==> src/rtl/alu_flag_commit.sv <==
// Flag commit stage: evaluates the condition code against NZCV, updates the flags, and queues committed results.
// Latency: 1 cycle from accept to out_valid. There is no bypass around the result FIFO.
// Backpressure: in_ready depends only on the registered FIFO count, so out_ready has no combinational path to in_ready.

// Generic in-order FIFO with valid/ready handshakes on both sides.
// Latency: 1 cycle from push to pop_vld. Push and pop can happen in the same cycle.
// Backpressure: push_rdy comes from the registered count only. It drops at DEPTH entries.
module alu_flag_commit_fifo #(
    parameter int WIDTH = 8,
    parameter int DEPTH = 2
) (
    input  logic             clk,
    input  logic             rst_n,
    input  logic             push_vld,
    output logic             push_rdy,
    input  logic [WIDTH-1:0] push_dat,
    output logic             pop_vld,
    input  logic             pop_rdy,
    output logic [WIDTH-1:0] pop_dat
);
    // DEPTH is a power of two, so the pointers wrap by natural overflow.
    localparam int AW = (DEPTH > 1) ? $clog2(DEPTH) : 1;
    localparam int CW = $clog2(DEPTH) + 1;
    localparam logic [CW-1:0] DEPTH_C = CW'(DEPTH);

    logic [WIDTH-1:0] mem [DEPTH];
    logic [AW-1:0]    wr_ptr;
    logic [AW-1:0]    rd_ptr;
    logic [CW-1:0]    count;
    logic             push;
    logic             pop;

    assign push_rdy = (count < DEPTH_C);
    assign pop_vld  = (count != '0);
    assign push     = push_vld & push_rdy;
    assign pop      = pop_vld & pop_rdy;
    assign pop_dat  = mem[rd_ptr];

    // Storage is not reset. Stale contents are never visible because the consumer gates on pop_vld.
    always_ff @(posedge clk) begin
        if (push) begin
            mem[wr_ptr] <= push_dat;
        end
    end

    // Pointer and occupancy bookkeeping. A simultaneous push and pop leaves the count unchanged.
    always_ff @(posedge clk or negedge rst_n) begin
        if (!rst_n) begin
            wr_ptr <= '0;
            rd_ptr <= '0;
            count  <= '0;
        end else begin
            if (push) begin
                wr_ptr <= wr_ptr + AW'(1);
            end
            if (pop) begin
                rd_ptr <= rd_ptr + AW'(1);
            end
            case ({push, pop})
                2'b10:   count <= count + CW'(1);
                2'b01:   count <= count - CW'(1);
                default: count <= count;
            endcase
        end
    end
endmodule

module alu_flag_commit #(
    parameter int DEPTH = 2
) (
    input  logic        clk,
    input  logic        rst_n,
    input  logic        in_valid,
    output logic        in_ready,
    input  logic [31:0] in_s,
    input  logic        in_n,
    input  logic        in_z,
    input  logic        in_c,
    input  logic        in_v,
    input  logic        in_setflags,
    input  logic [3:0]  in_cond,
    input  logic        flags_we,
    input  logic [3:0]  flags_wdata,
    output logic [3:0]  flags_nzcv,
    output logic        out_valid,
    input  logic        out_ready,
    output logic [31:0] out_result,
    output logic [3:0]  out_nzcv,
    output logic        out_executed
);
    typedef struct packed {
        logic [31:0] result;
        logic [3:0]  nzcv;
        logic        executed;
    } entry_t;

    logic   accept;
    logic   cond_pass;
    logic   set_from_op;
    logic [3:0] flags_next;
    entry_t push_entry;
    entry_t head_entry;
    logic   fifo_vld;

    // ARM condition table. Operand flags are packed as {N,Z,C,V}.
    function automatic logic eval_cond(input logic [3:0] cond, input logic [3:0] f);
        logic n, z, c, v, r;
        n = f[3];
        z = f[2];
        c = f[1];
        v = f[0];
        case (cond)
            4'd0:    r = z;
            4'd1:    r = !z;
            4'd2:    r = c;
            4'd3:    r = !c;
            4'd4:    r = n;
            4'd5:    r = !n;
            4'd6:    r = v;
            4'd7:    r = !v;
            4'd8:    r = c & !z;
            4'd9:    r = !c | z;
            4'd10:   r = (n == v);
            4'd11:   r = (n != v);
            4'd12:   r = !z & (n == v);
            4'd13:   r = z | (n != v);
            default: r = 1'b1;
        endcase
        return r;
    endfunction

    assign accept      = in_valid & in_ready;
    assign cond_pass   = eval_cond(in_cond, flags_nzcv);
    assign set_from_op = accept & cond_pass & in_setflags;

    // Next NZCV value. A flag-setting op that executes takes priority and drops the direct write.
    always_comb begin
        flags_next = flags_nzcv;
        if (set_from_op) begin
            flags_next = {in_n, in_z, in_c, in_v};
        end else if (flags_we) begin
            flags_next = flags_wdata;
        end
    end

    // Architectural NZCV register. Bit 1 (C) is the carry-in for ADCS chaining.
    always_ff @(posedge clk or negedge rst_n) begin
        if (!rst_n) begin
            flags_nzcv <= 4'b0000;
        end else begin
            flags_nzcv <= flags_next;
        end
    end

    // Each entry carries the post-edge flags so the consumer sees the NZCV value this op left behind.
    always_comb begin
        push_entry          = '0;
        push_entry.result   = in_s;
        push_entry.nzcv     = flags_next;
        push_entry.executed = cond_pass;
    end

    alu_flag_commit_fifo #(
        .WIDTH ($bits(entry_t)),
        .DEPTH (DEPTH)
    ) u_fifo (
        .clk      (clk),
        .rst_n    (rst_n),
        .push_vld (in_valid),
        .push_rdy (in_ready),
        .push_dat (push_entry),
        .pop_vld  (fifo_vld),
        .pop_rdy  (out_ready),
        .pop_dat  (head_entry)
    );

    // Zero the head fields while the FIFO is empty so stale storage never reaches the outputs.
    always_comb begin
        out_valid    = fifo_vld;
        out_result   = fifo_vld ? head_entry.result   : 32'd0;
        out_nzcv     = fifo_vld ? head_entry.nzcv     : 4'd0;
        out_executed = fifo_vld ? head_entry.executed : 1'b0;
    end
endmodule

==> config.mk <==
export PLATFORM = sky130hd
export DESIGN_NAME = alu_flag_commit
export DESIGN_NICKNAME = d
export VERILOG_FILES = /design/src/rtl/alu_flag_commit.sv
export SDC_FILE = /design/constraint.sdc
export NUM_CORES = 1
export LEC_CHECK = 0
export BUFFER_PORTS_ARGS = -buffer_cell sky130_fd_sc_hd__buf_2
export CAP_MARGIN = 20
export CORE_ASPECT_RATIO = 1.75
export CORE_MARGIN = 2
export CORE_UTILIZATION = 55
export CTS_BUF_LIST = sky130_fd_sc_hd__clkbuf_2
export DETAILED_ROUTE_END_ITERATION = 7
export PLACE_DENSITY = 0.88
export SYNTH_ARGS = -nofsm -noshare
export SYNTH_HDL_FRONTEND = slang
export SYNTH_HIERARCHICAL = 1
export SYNTH_SLANG_ARGS = --single-unit
==> constraint.sdc <==
create_clock -name clk -period 6.4 [get_ports clk]
set_clock_uncertainty 0.2 [all_clocks]
set_input_delay 1.28 -clock clk [delete_from_list [all_inputs] [get_ports clk]]
set_output_delay 1.28 -clock clk [all_outputs]
set_load 0.02 [all_outputs]
### Word level (Yosys, flattened, before mapping)

Memories as Yosys holds them, arrays and structs flattened.
Cells that the tools add are included.
W data, S select, Z words.

| cells by class | value |
|---|---|
| add/subtract/negate cells | 4 |
| order comparisons | 1 |
| eq/ne operators | 17 |
| multiplexer cells | 9 |
| bitwise logic cells | 8 |
| reduce and logical (&&, ||, !) cells | 7 |

Operators with widths:

| kind | number |
|---|---|
| $mux W32 | 1 |
| $eq A4 B4 Y1 const B | 6 |
| $eq A4 B3 Y1 const B | 4 |
| $pmux W1 S14 | 1 |
| $mux W4 | 3 |
| $eq A4 B2 Y1 const B | 2 |
| $and A1 B1 Y1 | 6 |
| $eq A4 B1 Y1 const B | 1 |
| $logic_not A1 Y1 | 4 |
| $logic_not A4 Y1 | 1 |
| $pmux W2 S2 | 1 |
| $reduce_bool A2 Y1 | 2 |
| $mux W1 | 3 |
| $add A1 B1 Y1 const B | 2 |
| $add A2 B1 Y2 const B | 1 |
| $eq A2 B1 Y1 const B | 1 |
| $eq A2 B2 Y1 const B | 1 |
| $lt A2 B2 Y1 const B | 1 |
| $or A1 B1 Y1 | 2 |
| $sub A2 B1 Y2 const B | 1 |
| $eq A1 B1 Y1 | 1 |
| $ne A1 B1 Y1 | 1 |

| word-level totals | value |
|---|---|
| flip-flop bits (word level) | 8 |
| bits in writable memories | 74 |
| bits of input ports | 50 |
| output and inout bits | 43 |
| word-level logic and storage cells | 51 |
| memories | 1 |

Memory list:

| name | words | bits a word | rd ports | clocked after memory_dff | write ports | RTL line | RTL |
|---|---|---|---|---|---|---|---|
| u_fifo.mem | 2 | 37 | 1 | 0 | 1 | 26 | `logic [WIDTH-1:0] mem [DEPTH];` |

### Depth between registers and ports, before layout

| depth | value |
|---|---|
| word-level depth | 6 |
| depth in mapped cells | 6 |
| depth with buffers taken out | 6 |

### Cells and area by module

Netlist, hierarchy kept.

Modules (own cells, without submodules):

| module | instances | cells an instance | area an instance (µm²) | seq. area each (µm²) |
|---|---|---|---|---|
| alu_flag_commit_fifo | 1 | 132 | 2945.3 | 2322.2 |
| alu_flag_commit | 1 | 75 | 626.9 | 100.1 |

### Worst setup path before layout

No wires, ideal clock.

| timing path | value |
|---|---|
| kind | input port to flip-flop |
| start | input in_valid |
| end | memory u_fifo/mem[0][0] (netlist bit), enable pin |
| library setup time | 0.431 ns |
| arrival | 2.953 ns |
| data required time | 5.769 ns |
| path slack | 2.815 ns |
| stages on the path | 2 |
| buffers on the path | 0 |
| cells stage by stage | nand2_1 -> nor2_1 |

| on the way | value |
|---|---|
| cells in the longest elaborated chain, start to end | 3 |

Ends and longest elaborated chain:

| element | RTL line | RTL |
|---|---|---|
| start, declared | 73 | `input logic in_valid,` |
| $and A1 B1 Y1 | 35 | `assign push = push_vld & push_rdy;` |
| $mux W1 | 41 | `if (push) begin` |
| $mux W1 (implied by the code) | 42 | `mem[wr_ptr] <= push_dat;` |
| end, declared | 26 |  |

No other way between the ends.

==> impl_metrics.json <==
{
  "post-route-min-period_ns": 3.76,
  "cp.arrival_ns": 2.28,
  "worstSetupPathType": "reg -> out",
  "ys_ff_latch": 82,
  "worstSetupEndpointType": "primary output",
  "critPathMaxFanout": 38,
  "worstPathRequired_ns": 4.92,
  "path_clk_slew_ns": 0.16,
  "rsz0062_at_grt": "false",
  "clk_latency_ns": 0.48,
  "finalHoldViolCount": 0,
  "via_per_inst": 5.07,
  "stdcell_area_sq_um": 4190,
  "synth_top_cell_area_share": 0.622,
  "synth_area_leaders": "edfxtp_1 62%, mux2_4 10%, and2_1 6.5%",
  "htree_levels": 3,
  "grtUsageTotal": 0.175,
  "multiInputGateArea_sq_um": 1100,
  "antenna_found_initial": 1,
  "startpoint_type": "register",
  "clock_tree.buffer_depth": 2,
  "p_per_area_nw_per_um2": 419,
  "grt_overflow": 0,
  "synth_area_per_cell_sq_um": 17.3,
  "area_growth_pct": 17.4,
  "yosys.cell_count.top_type": "edfxtp_1",
  "wl_per_cell_um": 15.2,
  "setup_ws_ns": 2.64,
  "core-area_sq_um": 6230,
  "max_slew_margin": 0.326,
  "first_iter_violations": 49,
  "fin_tns_setup_ns": 0,
  "std_cell_rows": 38,
  "syn_inst": 207,
  "nNetsFinal": 355,
  "cts_tree": "built",
  "outcome": "complete, no violations",
  "route.vias.total": 1977,
  "pre_cts_ws_ns": 3.14,
  "syn-cell-area_sq_um": 3570,
  "drive_gt1_frac": 0.505,
  "post-route-period-util": 0.588,
  "grt_pass1_wl_um": 9180,
  "grt_pass1_vias": 2044,
  "synth_ff_type": "edfxtp_1",
  "regArea_sq_um": 2420,
  "tightestPinTransition_ns": 1.01,
  "hold_class": "reg -> reg",
  "gp_congestion": 0.720,
  "die_width_um": 64.9,
  "slew_violations": 0,
  "dieHeight_um": 111,
  "io_buffers": 92,
  "async_flop_share": 0.0976,
  "start_util": 0.574,
  "ys_types": 33,
  "dieArea_sq_um": 7180,
  "numCtsBuffers": 9,
  "ant_nets": 0,
  "cts_root_buf": "clkbuf_2",
  "synth_common_cells": "74 x edfxtp_1, 37 x and2_1, 24 x mux2_4, 18 x mux2_2, 8 x dfrtp_1",
  "cts_sinks": 82,
  "syn-num-nets": 258,
  "final_cells": 390,
  "post_cts_buffers": 0,
  "ys_seq_area_frac": 0.678,
  "route.detailed.drc": 0,
  "ios": 93,
  "p_leak_nw": 1.69,
  "hold_buffers": 0,
  "hpwl_um": 4150,
  "wl_um": 5930,
  "dpl-instance-area_sq_um": 4090,
  "fmax_ghz": 0.266,
  "drtPass1Iterations": 4,
  "grt_max_degree": 40,
  "cts-resized-gates": 0,
  "synth-edff-count": 74,
  "synth_top_area_cell": "edfxtp_1",
  "peakVddDrop_mv": 0.287,
  "maxCapViolations": 0,
  "final-setup-viol-count": 0,
  "yosys_warnings": 6,
  "dp_cells": 372,
  "nFillCells": 459
}
[flip-flops by register name, summed over array words and instances (netlist names)]
signal and cells:
u_fifo/mem 74, u_fifo/wr_ptr 1, u_fifo/count 2, flags_nzcv 4, u_fifo/rd_ptr 1
[cells in the final DEF, fill, tap and decap left out, types with 2 or more instances in the layout]
cell type  synthesis  routed
xnor2_1            6       6
mux2i_1            2       2
xor2_1             2       2
nor2_1             3       2
mux2_2            18      18
mux2_4            24      24
mux2_1             3       3
dfrtp_1            8       7
clkinv_1           0       2
nand2_1            4       4
clkbuf_2           0      14
edfxtp_1          74      74
and2_1            37      37
buf_2              1      92
[routing by layer]
metal,routed length (um),track usage,vias to the layer above
met1,2090,0.167,938
met2,3360,0.315,63
li1,-,-,964
met4,143,0.0922,0
met3,336,0.0591,12
met5,0,0,-
[area by class of cell]
class	count	share of cell area
diodes	1	0.000597
clock buffers	14	0.0167
clock inverters	2	0.00179
inverters	1	0.000895
multi-input cells	117	0.264
flip-flops and latches	82	0.578
well taps	80	0.0239
repair buffers	93	0.115
[where the power goes]
group / switching, mW / leakage, nW / total, mW / internal (mW)
Clock: 0.148 / 0.0613 / 0.205 / 0.0573
Sequential: 0.0897 / 0.771 / 0.793 / 0.704
Combinational: 0.401 / 0.856 / 0.760 / 0.359
Total: 0.639 / 1.69 / 1.76 / 1.12
[worst paths after layout]
path                       slack (ns)            start  cells after the start          endpoint
max in group asynchronous        5.40            rst_n                      1     u_fifo/rd_ptr
max                              2.64    u_fifo/rd_ptr                      3     out_result[6]
min                              0.33  u_fifo/count[0]                      1   u_fifo/count[0]
min reg2reg                      0.33  u_fifo/count[0]                      1   u_fifo/count[0]
min in group asynchronous        0.41            rst_n                      1     flags_nzcv[2]
max reg2reg                      4.09    flags_nzcv[0]                      6  u_fifo/mem[0][1]
[metrics by stage]
stage                     hold slack, ns  power, mW  utilization
after floorplan                    0.261       1.36            -
after global placement             0.293       1.56        0.657
after detailed placement           0.304       1.57        0.657
after CTS                          0.331       1.78        0.670
after global routing               0.315       1.86        0.673
final                              0.326       1.76        0.673
[logic make-up (layout without fill, tap and decap cells)]
logic type | count (synthesis) | count (layout) | share of synthesized area
compound gates | 7 | 7 | 0.0182
xor+xnor | 8 | 8 | 0.0196
fa+ha+maj | 1 | 1 | 0.00350
buf+inv | 8 | 110 | 0.0151
flops | 82 | 82 | 0.678
mux | 47 | 47 | 0.173
other cells | 0 | 1 | 0
simple gates | 54 | 54 | 0.0928
[worst max-delay path: stages, from the launching register on]
cell and delay, ns:
dfrtp_2 1.07, mux2_2 0.42, and2_1 0.15, buf_2 0.15
Power figures use the tool's default switching activity.
